--- config.mk ---
export PLATFORM = sky130hd
export DESIGN_NAME = multi_cycle_datapath
export DESIGN_NICKNAME = d
export VERILOG_FILES = /design/src/rtl/multi_cycle_datapath.sv
export SDC_FILE = /design/constraint.sdc
export NUM_CORES = 2
export LEC_CHECK = 0
export BUFFER_PORTS_ARGS = -buffer_cell sky130_fd_sc_hd__buf_2
export CORE_MARGIN = 2
export CORE_UTILIZATION = 50
export CTS_BUF_LIST = sky130_fd_sc_hd__clkbuf_16
export DETAILED_ROUTE_END_ITERATION = 6
export PLACE_DENSITY = 0.66
export SLEW_MARGIN = 20
export SYNTH_ARGS = -nofsm -noshare
export SYNTH_HDL_FRONTEND = slang
export SYNTH_SLANG_ARGS = --single-unit
--- constraint.sdc ---
create_clock -name clk -period 11.4 [get_ports clk]
set_clock_uncertainty 0.05 [all_clocks]
set_input_delay 1.71 -clock clk [delete_from_list [all_inputs] [get_ports clk]]
set_output_delay 1.71 -clock clk [all_outputs]
set_load 0.02 [all_outputs]
--- src/rtl/multi_cycle_datapath.sv ---
//==============================================================================
// Module   : multi_cycle_datapath
// Purpose  : Multi-cycle RV32I-subset core datapath with a unified valid/ready
//            memory port shared by instruction fetch and data accesses.
// Revision : 1.0 - initial release
//==============================================================================
`default_nettype none

module multi_cycle_datapath #(
    parameter int              XLEN     = 32,
    parameter logic [XLEN-1:0] RESET_PC = '0
) (
    input  logic            clk,
    input  logic            rst,
    output logic            memReq,
    output logic [XLEN-1:0] memAddr,
    output logic            memWrite,
    output logic [XLEN-1:0] memWriteData,
    input  logic            memReady,
    input  logic [XLEN-1:0] memReadData,
    output logic [XLEN-1:0] PC,
    output logic            instrRetired,
    output logic            halt
);

    localparam logic [2:0] c_FETCH     = 3'd0;
    localparam logic [2:0] c_DECODE    = 3'd1;
    localparam logic [2:0] c_EXECUTE   = 3'd2;
    localparam logic [2:0] c_MEM       = 3'd3;
    localparam logic [2:0] c_WRITEBACK = 3'd4;
    localparam logic [2:0] c_HALT      = 3'd5;

    localparam logic [6:0] c_OP_R    = 7'b0110011;
    localparam logic [6:0] c_OP_IALU = 7'b0010011;
    localparam logic [6:0] c_OP_LOAD = 7'b0000011;
    localparam logic [6:0] c_OP_STORE= 7'b0100011;
    localparam logic [6:0] c_OP_BR   = 7'b1100011;
    localparam logic [6:0] c_OP_JAL  = 7'b1101111;

    localparam logic [XLEN-1:0] c_PC_STEP = XLEN'(4);

    logic [2:0]      r_state;
    logic [XLEN-1:0] r_pc;
    logic [XLEN-1:0] r_oldPc;
    logic [31:0]     r_ir;
    logic [XLEN-1:0] r_a;
    logic [XLEN-1:0] r_b;
    logic [XLEN-1:0] r_aluOut;
    logic [XLEN-1:0] r_mdr;
    logic [XLEN-1:0] r_regs [32];
    logic            r_memReq;
    logic [XLEN-1:0] r_memAddr;
    logic            r_memWrite;
    logic [XLEN-1:0] r_memWriteData;
    logic            r_retire;
    logic            r_halt;

    logic [6:0]      w_opcode;
    logic [2:0]      w_funct3;
    logic [6:0]      w_funct7;
    logic [4:0]      w_rd;
    logic [4:0]      w_rs1;
    logic [4:0]      w_rs2;
    logic            w_aluF3;
    logic            w_isR;
    logic            w_isIAlu;
    logic            w_isLw;
    logic            w_isSw;
    logic            w_isBeq;
    logic            w_isJal;
    logic            w_legal;
    logic [XLEN-1:0] w_imm;
    logic [XLEN-1:0] w_rs1Val;
    logic [XLEN-1:0] w_rs2Val;
    logic [XLEN-1:0] w_aluB;
    logic [XLEN-1:0] w_aluResult;
    logic [XLEN-1:0] w_addrSum;
    logic [XLEN-1:0] w_target;
    logic            w_misaligned;
    logic            w_storeDone;

    assign w_opcode = r_ir[6:0];
    assign w_rd     = r_ir[11:7];
    assign w_funct3 = r_ir[14:12];
    assign w_rs1    = r_ir[19:15];
    assign w_rs2    = r_ir[24:20];
    assign w_funct7 = r_ir[31:25];

    assign w_aluF3  = (w_funct3 == 3'b000) || (w_funct3 == 3'b010) ||
                      (w_funct3 == 3'b110) || (w_funct3 == 3'b111);
    assign w_isR    = (w_opcode == c_OP_R) &&
                      (((w_funct7 == 7'b0000000) && w_aluF3) ||
                       ((w_funct7 == 7'b0100000) && (w_funct3 == 3'b000)));
    assign w_isIAlu = (w_opcode == c_OP_IALU) && w_aluF3;
    assign w_isLw   = (w_opcode == c_OP_LOAD)  && (w_funct3 == 3'b010);
    assign w_isSw   = (w_opcode == c_OP_STORE) && (w_funct3 == 3'b010);
    assign w_isBeq  = (w_opcode == c_OP_BR)    && (w_funct3 == 3'b000);
    assign w_isJal  = (w_opcode == c_OP_JAL);
    assign w_legal  = w_isR || w_isIAlu || w_isLw || w_isSw || w_isBeq || w_isJal;

    always_comb begin
        w_imm = {{(XLEN-12){r_ir[31]}}, r_ir[31:20]};
        if (w_isSw) begin
            w_imm = {{(XLEN-12){r_ir[31]}}, r_ir[31:25], r_ir[11:7]};
        end else if (w_isBeq) begin
            w_imm = {{(XLEN-13){r_ir[31]}}, r_ir[31], r_ir[7], r_ir[30:25], r_ir[11:8], 1'b0};
        end else if (w_isJal) begin
            w_imm = {{(XLEN-21){r_ir[31]}}, r_ir[31], r_ir[19:12], r_ir[20], r_ir[30:21], 1'b0};
        end
    end

    assign w_rs1Val     = (w_rs1 == 5'd0) ? '0 : r_regs[w_rs1];
    assign w_rs2Val     = (w_rs2 == 5'd0) ? '0 : r_regs[w_rs2];
    assign w_aluB       = w_isR ? r_b : w_imm;
    assign w_addrSum    = r_a + w_imm;
    assign w_target     = r_oldPc + w_imm;
    assign w_misaligned = (w_target[1:0] != 2'b00);

    always_comb begin
        w_aluResult = '0;
        case (w_funct3)
            3'b000:  w_aluResult = (w_isR && r_ir[30]) ? (r_a - w_aluB) : (r_a + w_aluB);
            3'b010:  w_aluResult = {{(XLEN-1){1'b0}}, ($signed(r_a) < $signed(w_aluB))};
            3'b110:  w_aluResult = r_a | w_aluB;
            3'b111:  w_aluResult = r_a & w_aluB;
            default: w_aluResult = '0;
        endcase
    end

    // A store completes in the MEM cycle the memory accepts it, which cannot be
    // known a cycle ahead, so its retire pulse is taken straight from the handshake.
    assign w_storeDone = (r_state == c_MEM) && r_memReq && r_memWrite && memReady;

    always_ff @(posedge clk) begin
        if (rst) begin
            r_state        <= c_FETCH;
            r_pc           <= RESET_PC;
            r_oldPc        <= '0;
            r_ir           <= '0;
            r_a            <= '0;
            r_b            <= '0;
            r_aluOut       <= '0;
            r_mdr          <= '0;
            r_memReq       <= 1'b0;
            r_memAddr      <= '0;
            r_memWrite     <= 1'b0;
            r_memWriteData <= '0;
            r_retire       <= 1'b0;
            r_halt         <= 1'b0;
            for (int i = 0; i < 32; i++) begin
                r_regs[i] <= '0;
            end
        end else begin
            r_retire <= 1'b0;
            case (r_state)
                c_FETCH: begin
                    if (!r_memReq) begin
                        r_memReq  <= 1'b1;
                        r_memAddr <= r_pc;
                    end else if (memReady) begin
                        r_ir     <= memReadData[31:0];
                        r_oldPc  <= r_pc;
                        r_pc     <= r_pc + c_PC_STEP;
                        r_memReq <= 1'b0;
                        r_state  <= c_DECODE;
                    end
                end
                c_DECODE: begin
                    r_a <= w_rs1Val;
                    r_b <= w_rs2Val;
                    if (!w_legal) begin
                        r_halt  <= 1'b1;
                        r_state <= c_HALT;
                    end else begin
                        r_state <= c_EXECUTE;
                        // beq retires in EXECUTE unless it is about to halt on a bad target
                        if (w_isBeq && !((w_rs1Val == w_rs2Val) && w_misaligned)) begin
                            r_retire <= 1'b1;
                        end
                    end
                end
                c_EXECUTE: begin
                    if (w_isBeq) begin
                        if ((r_a == r_b) && w_misaligned) begin
                            r_halt  <= 1'b1;
                            r_state <= c_HALT;
                        end else begin
                            r_state   <= c_FETCH;
                            r_memReq  <= 1'b1;
                            r_memAddr <= (r_a == r_b) ? w_target : r_pc;
                            if (r_a == r_b) begin
                                r_pc <= w_target;
                            end
                        end
                    end else if (w_isJal) begin
                        if (w_misaligned) begin
                            r_halt  <= 1'b1;
                            r_state <= c_HALT;
                        end else begin
                            r_aluOut <= r_oldPc + c_PC_STEP;
                            r_pc     <= w_target;
                            r_retire <= 1'b1;
                            r_state  <= c_WRITEBACK;
                        end
                    end else if (w_isLw || w_isSw) begin
                        r_aluOut       <= w_addrSum;
                        r_memReq       <= 1'b1;
                        r_memAddr      <= w_addrSum;
                        r_memWrite     <= w_isSw;
                        r_memWriteData <= w_isSw ? r_b : '0;
                        r_state        <= c_MEM;
                    end else begin
                        r_aluOut <= w_aluResult;
                        r_retire <= 1'b1;
                        r_state  <= c_WRITEBACK;
                    end
                end
                c_MEM: begin
                    if (memReady) begin
                        r_memWrite     <= 1'b0;
                        r_memWriteData <= '0;
                        if (r_memWrite) begin
                            r_memAddr <= r_pc;
                            r_state   <= c_FETCH;
                        end else begin
                            r_mdr    <= memReadData;
                            r_memReq <= 1'b0;
                            r_retire <= 1'b1;
                            r_state  <= c_WRITEBACK;
                        end
                    end
                end
                c_WRITEBACK: begin
                    if (w_rd != 5'd0) begin
                        r_regs[w_rd] <= w_isLw ? r_mdr : r_aluOut;
                    end
                    r_memReq  <= 1'b1;
                    r_memAddr <= r_pc;
                    r_state   <= c_FETCH;
                end
                c_HALT: begin
                    r_memReq <= 1'b0;
                    r_halt   <= 1'b1;
                end
                default: begin
                    r_memReq <= 1'b0;
                    r_halt   <= 1'b1;
                    r_state  <= c_HALT;
                end
            endcase
        end
    end

    assign memReq       = r_memReq;
    assign memAddr      = r_memAddr;
    assign memWrite     = r_memWrite;
    assign memWriteData = r_memWriteData;
    assign PC           = r_pc;
    assign instrRetired = r_retire | w_storeDone;
    assign halt         = r_halt;

endmodule

`default_nettype wire

==> flow_metrics.env <==
export IMPL_die_area_um2=150000
export IMPL_start_util=0.504
export IMPL_pre_cts_ws_ns=5.58
export IMPL_grt_max_degree=169
export IMPL_synth_edf_count=1024
export IMPL_viasPerCell=6.83
export IMPL_max_slew_worst_pin_slew_ns=1.35
export IMPL_drv_slew=0
export IMPL_yosys_warnings=0
export IMPL_cp_buffers_inverters=2
export IMPL_routabilityCongestion=1.00
export IMPL_cts_root_buf="clkbuf_16"
export IMPL_power_total_mw=14.1
export IMPL_cp_data_required_time_ns=12.03
export IMPL_crit_path_start="r_ir[12]"
export IMPL_reg2reg_slack_ns=5.37
export IMPL_cts_setup_buffers=0
export IMPL_maxCapViolCount=0
export IMPL_period_share=0.529
export IMPL_path_clk_slew_ns=0.06
export IMPL_clkLatencyLatePin_ns=0.80
export IMPL_combPwrFrac=0.256
export IMPL_hp_class="flop to flop"
export IMPL_leakage_nw=27.4
export IMPL_yosysSeqAreaShare=0.502
export IMPL_cts_tree="done"
export IMPL_rsz0062_at_grt="false"
export IMPL_vias=56800
export IMPL_violations="DRC"
export IMPL_ys_seq_elements=1329
export IMPL_port_buffers=134
export IMPL_avgRoutedWirePerCell_um=32.8
export IMPL_syn_inst=6335
export IMPL_synth_top_cell_by_area="edfxtp_1"
export IMPL_endpoint_kind="flop"
export IMPL_r2r_start="r_ir[12]"
export IMPL_hp_start="memAddr[8]"
export IMPL_ys_async_sr_fraction=0
export IMPL_hold_viol=0
export IMPL_final_cell_area_um2=81500
export IMPL_p_sw_frac=0.330
export IMPL_slowest_stage="buf_4"
export IMPL_hold_ws_ns=0.397
export IMPL_overflow=0
export IMPL_peakVddDrop_mv=0.152
export IMPL_worstPathCellList="buf_4, nor2_1, o21a_1, and3_1, nor4_1, a21o_1, ha_1, inv_1, fa_1, nor2b_1, o211ai_1, a21boi_1, o31ai_1, o211ai_1, o22ai_1, o31ai_1, a21o_1, a2111o_1, a311oi_1"
export IMPL_critPathLaunchType="flop"
export IMPL_yosys_most_used_dff="edfxtp_1"
export IMPL_core_area_um2=146000
export IMPL_drt_initial_drc_count=8097
export IMPL_synth_top_cell_area_share=0.419
export IMPL_seq_power_share=0.404
export IMPL_rows=140
export IMPL_worstSetupPathType="flop to flop"
export IMPL_p_per_area_nw_per_um2=173
export IMPL_clkPwrFrac=0.340
export IMPL_fillers=12100
export IMPL_postCtsHoldBufs=0
export IMPL_ant_nets=0
export IMPL_syn_area_um2=73500
export IMPL_min_period_ns=6.03
export IMPL_antenna_found_initial=7
export IMPL_drive_gt1_frac=0.189
export IMPL_cp_arrival_ns=6.65
export IMPL_cp_top_family="compound AO/OA/AOI/OAI gates"
export IMPL_worst_slack_ns=5.37
export IMPL_ios=135
export IMPL_dp_hpwl_um=180000
export IMPL_drc=5
export IMPL_setup_viol=0
export IMPL_drt_wl_total_um=272000
export IMPL_dp_cells=8037
export IMPL_clock_sinks=1329
export IMPL_die_w_um=387
export IMPL_relSlewSlack=0.0978
export IMPL_grt_pass1_wl_um=387000
export IMPL_p_int_mw=9.46
export IMPL_cts_max_level=4
export IMPL_synth_area_leaders="edfxtp_1 (42%), mux4_2 (18%), dfxtp_1 (8.3%), nor2_1 (6.9%), a21oi_1 (2.8%)"
export IMPL_status="finished, violations left"
export IMPL_crit_fanout=69
export IMPL_critPathMaxStageDelay_ns=0.56
export IMPL_postPlaceCellArea_um2=76400
export IMPL_cts_buffers=147
export IMPL_die_y_um=387
export IMPL_fin_setup_tns_ns=0
export IMPL_cts_resized=0
export IMPL_fmax_mhz=166
export IMPL_grtUsageTotal=0.357
export IMPL_area_growth_pct=11.0
export IMPL_synth_distinct_cells=88
export IMPL_dr_pass1_iters=7
export IMPL_post_route_util=0.560
export IMPL_stdcell_count=8316
export IMPL_synth_area_per_cell_um2=11.6
export IMPL_cts_buffer_depth=3
export IMPL_final_nets=6480
export IMPL_grt_pass1_vias=54900
export IMPL_p_sw_mw=4.66
## final timing paths
| check | end | depth (start not counted) |
|---|---|---|
| setup / recovery | r_aluOut[0] | 19 |
| hold / removal | memAddr[8] | 2 |
| setup reg to reg | r_aluOut[0] | 19 |
| hold reg to reg | memAddr[8] | 2 |
## worst register-to-register path, delay by kind of cell (launching register included)
| kind | cells | cell delay, ns |
|---|---|---|
| compound gates | 11 | 3.13 |
| simple gates | 4 | 1.17 |
| buf+inv | 2 | 0.64 |
| fa+ha+maj | 2 | 0.62 |
| flops | 1 | 0.31 |
## layer usage
metal	routed length [µm]	track usage	vias up
li1	-	-	23500
met1	94200	0.440	28200
met2	125000	0.563	4165
met3	33800	0.103	896
met4	19000	0.209	8
met5	89	0	-
## flip-flops by register name, indices dropped and copies added (netlist names), named ones only
signal / flops
r_mdr: 32
memReq: 1
r_b: 32
halt: 1
r_oldPc: 32
memAddr: 32
r_regs: 1024
r_a: 32
PC: 32
r_state: 3
r_aluOut: 32
memWrite: 1
memWriteData: 32
r_ir: 32
r_retire: 1
## cells in the final DEF, fill, tap and decap left out, types with 133 or more instances in the layout
master and count:
o21ai_0 139, inv_1 161, mux4_2 584, ha_1 160, clkbuf_16 154, dfxtp_1 296, buf_4 155, a21oi_1 403
nor2_1 1346, nand2_1 504, edfxtp_1 1024, buf_2 133
## cells in the mapped netlist (all sizes together) (84+ instances only)
cell type,instances
buf,139
dfxtp,305
nand2,507
xnor2,112
a22oi,84
edfxtp,1024
nor2,1353
a21oi,405
mux4,584
inv,123
ha,160
clkbuf,406
o21ai,147
## cell families (layout without fill, tap and decap cells)
kind of cell	Yosys count	in the layout	synth area share
mux	647	647	0.188
simple gates	2229	2229	0.125
buf+inv	668	695	0.0364
compound gates	1109	1109	0.0981
fa+ha+maj	164	164	0.0283
xor+xnor	188	188	0.0225
flops	1329	1329	0.502
other cells	1	38	0.0000511
## area by class of cell
cell class	count	area, µm²	share of cell area
tap	1917	2400	0.0294
clock inverter	111	1100	0.0135
inverter	123	462	0.00566
sequential	1329	36900	0.452
multi-input combinational	4369	34600	0.424
clock buffer	150	3750	0.0460
timing repair buffer	311	2320	0.0284
antenna	6	15.0	0.000184
## power by group through the flow
stage / clock, mW / sequential [mW] / combinational [mW]
finish: 4.80 / 5.70 / 3.62
global route: 5.00 / 5.71 / 3.74
CTS: 4.82 / 5.69 / 3.48
detailed placement: 0 / 5.79 / 3.46
global placement: 0 / 5.78 / 3.46
floorplan: 0 / 5.66 / 2.34
No activity file was read; power rests on OpenSTA's default activity.
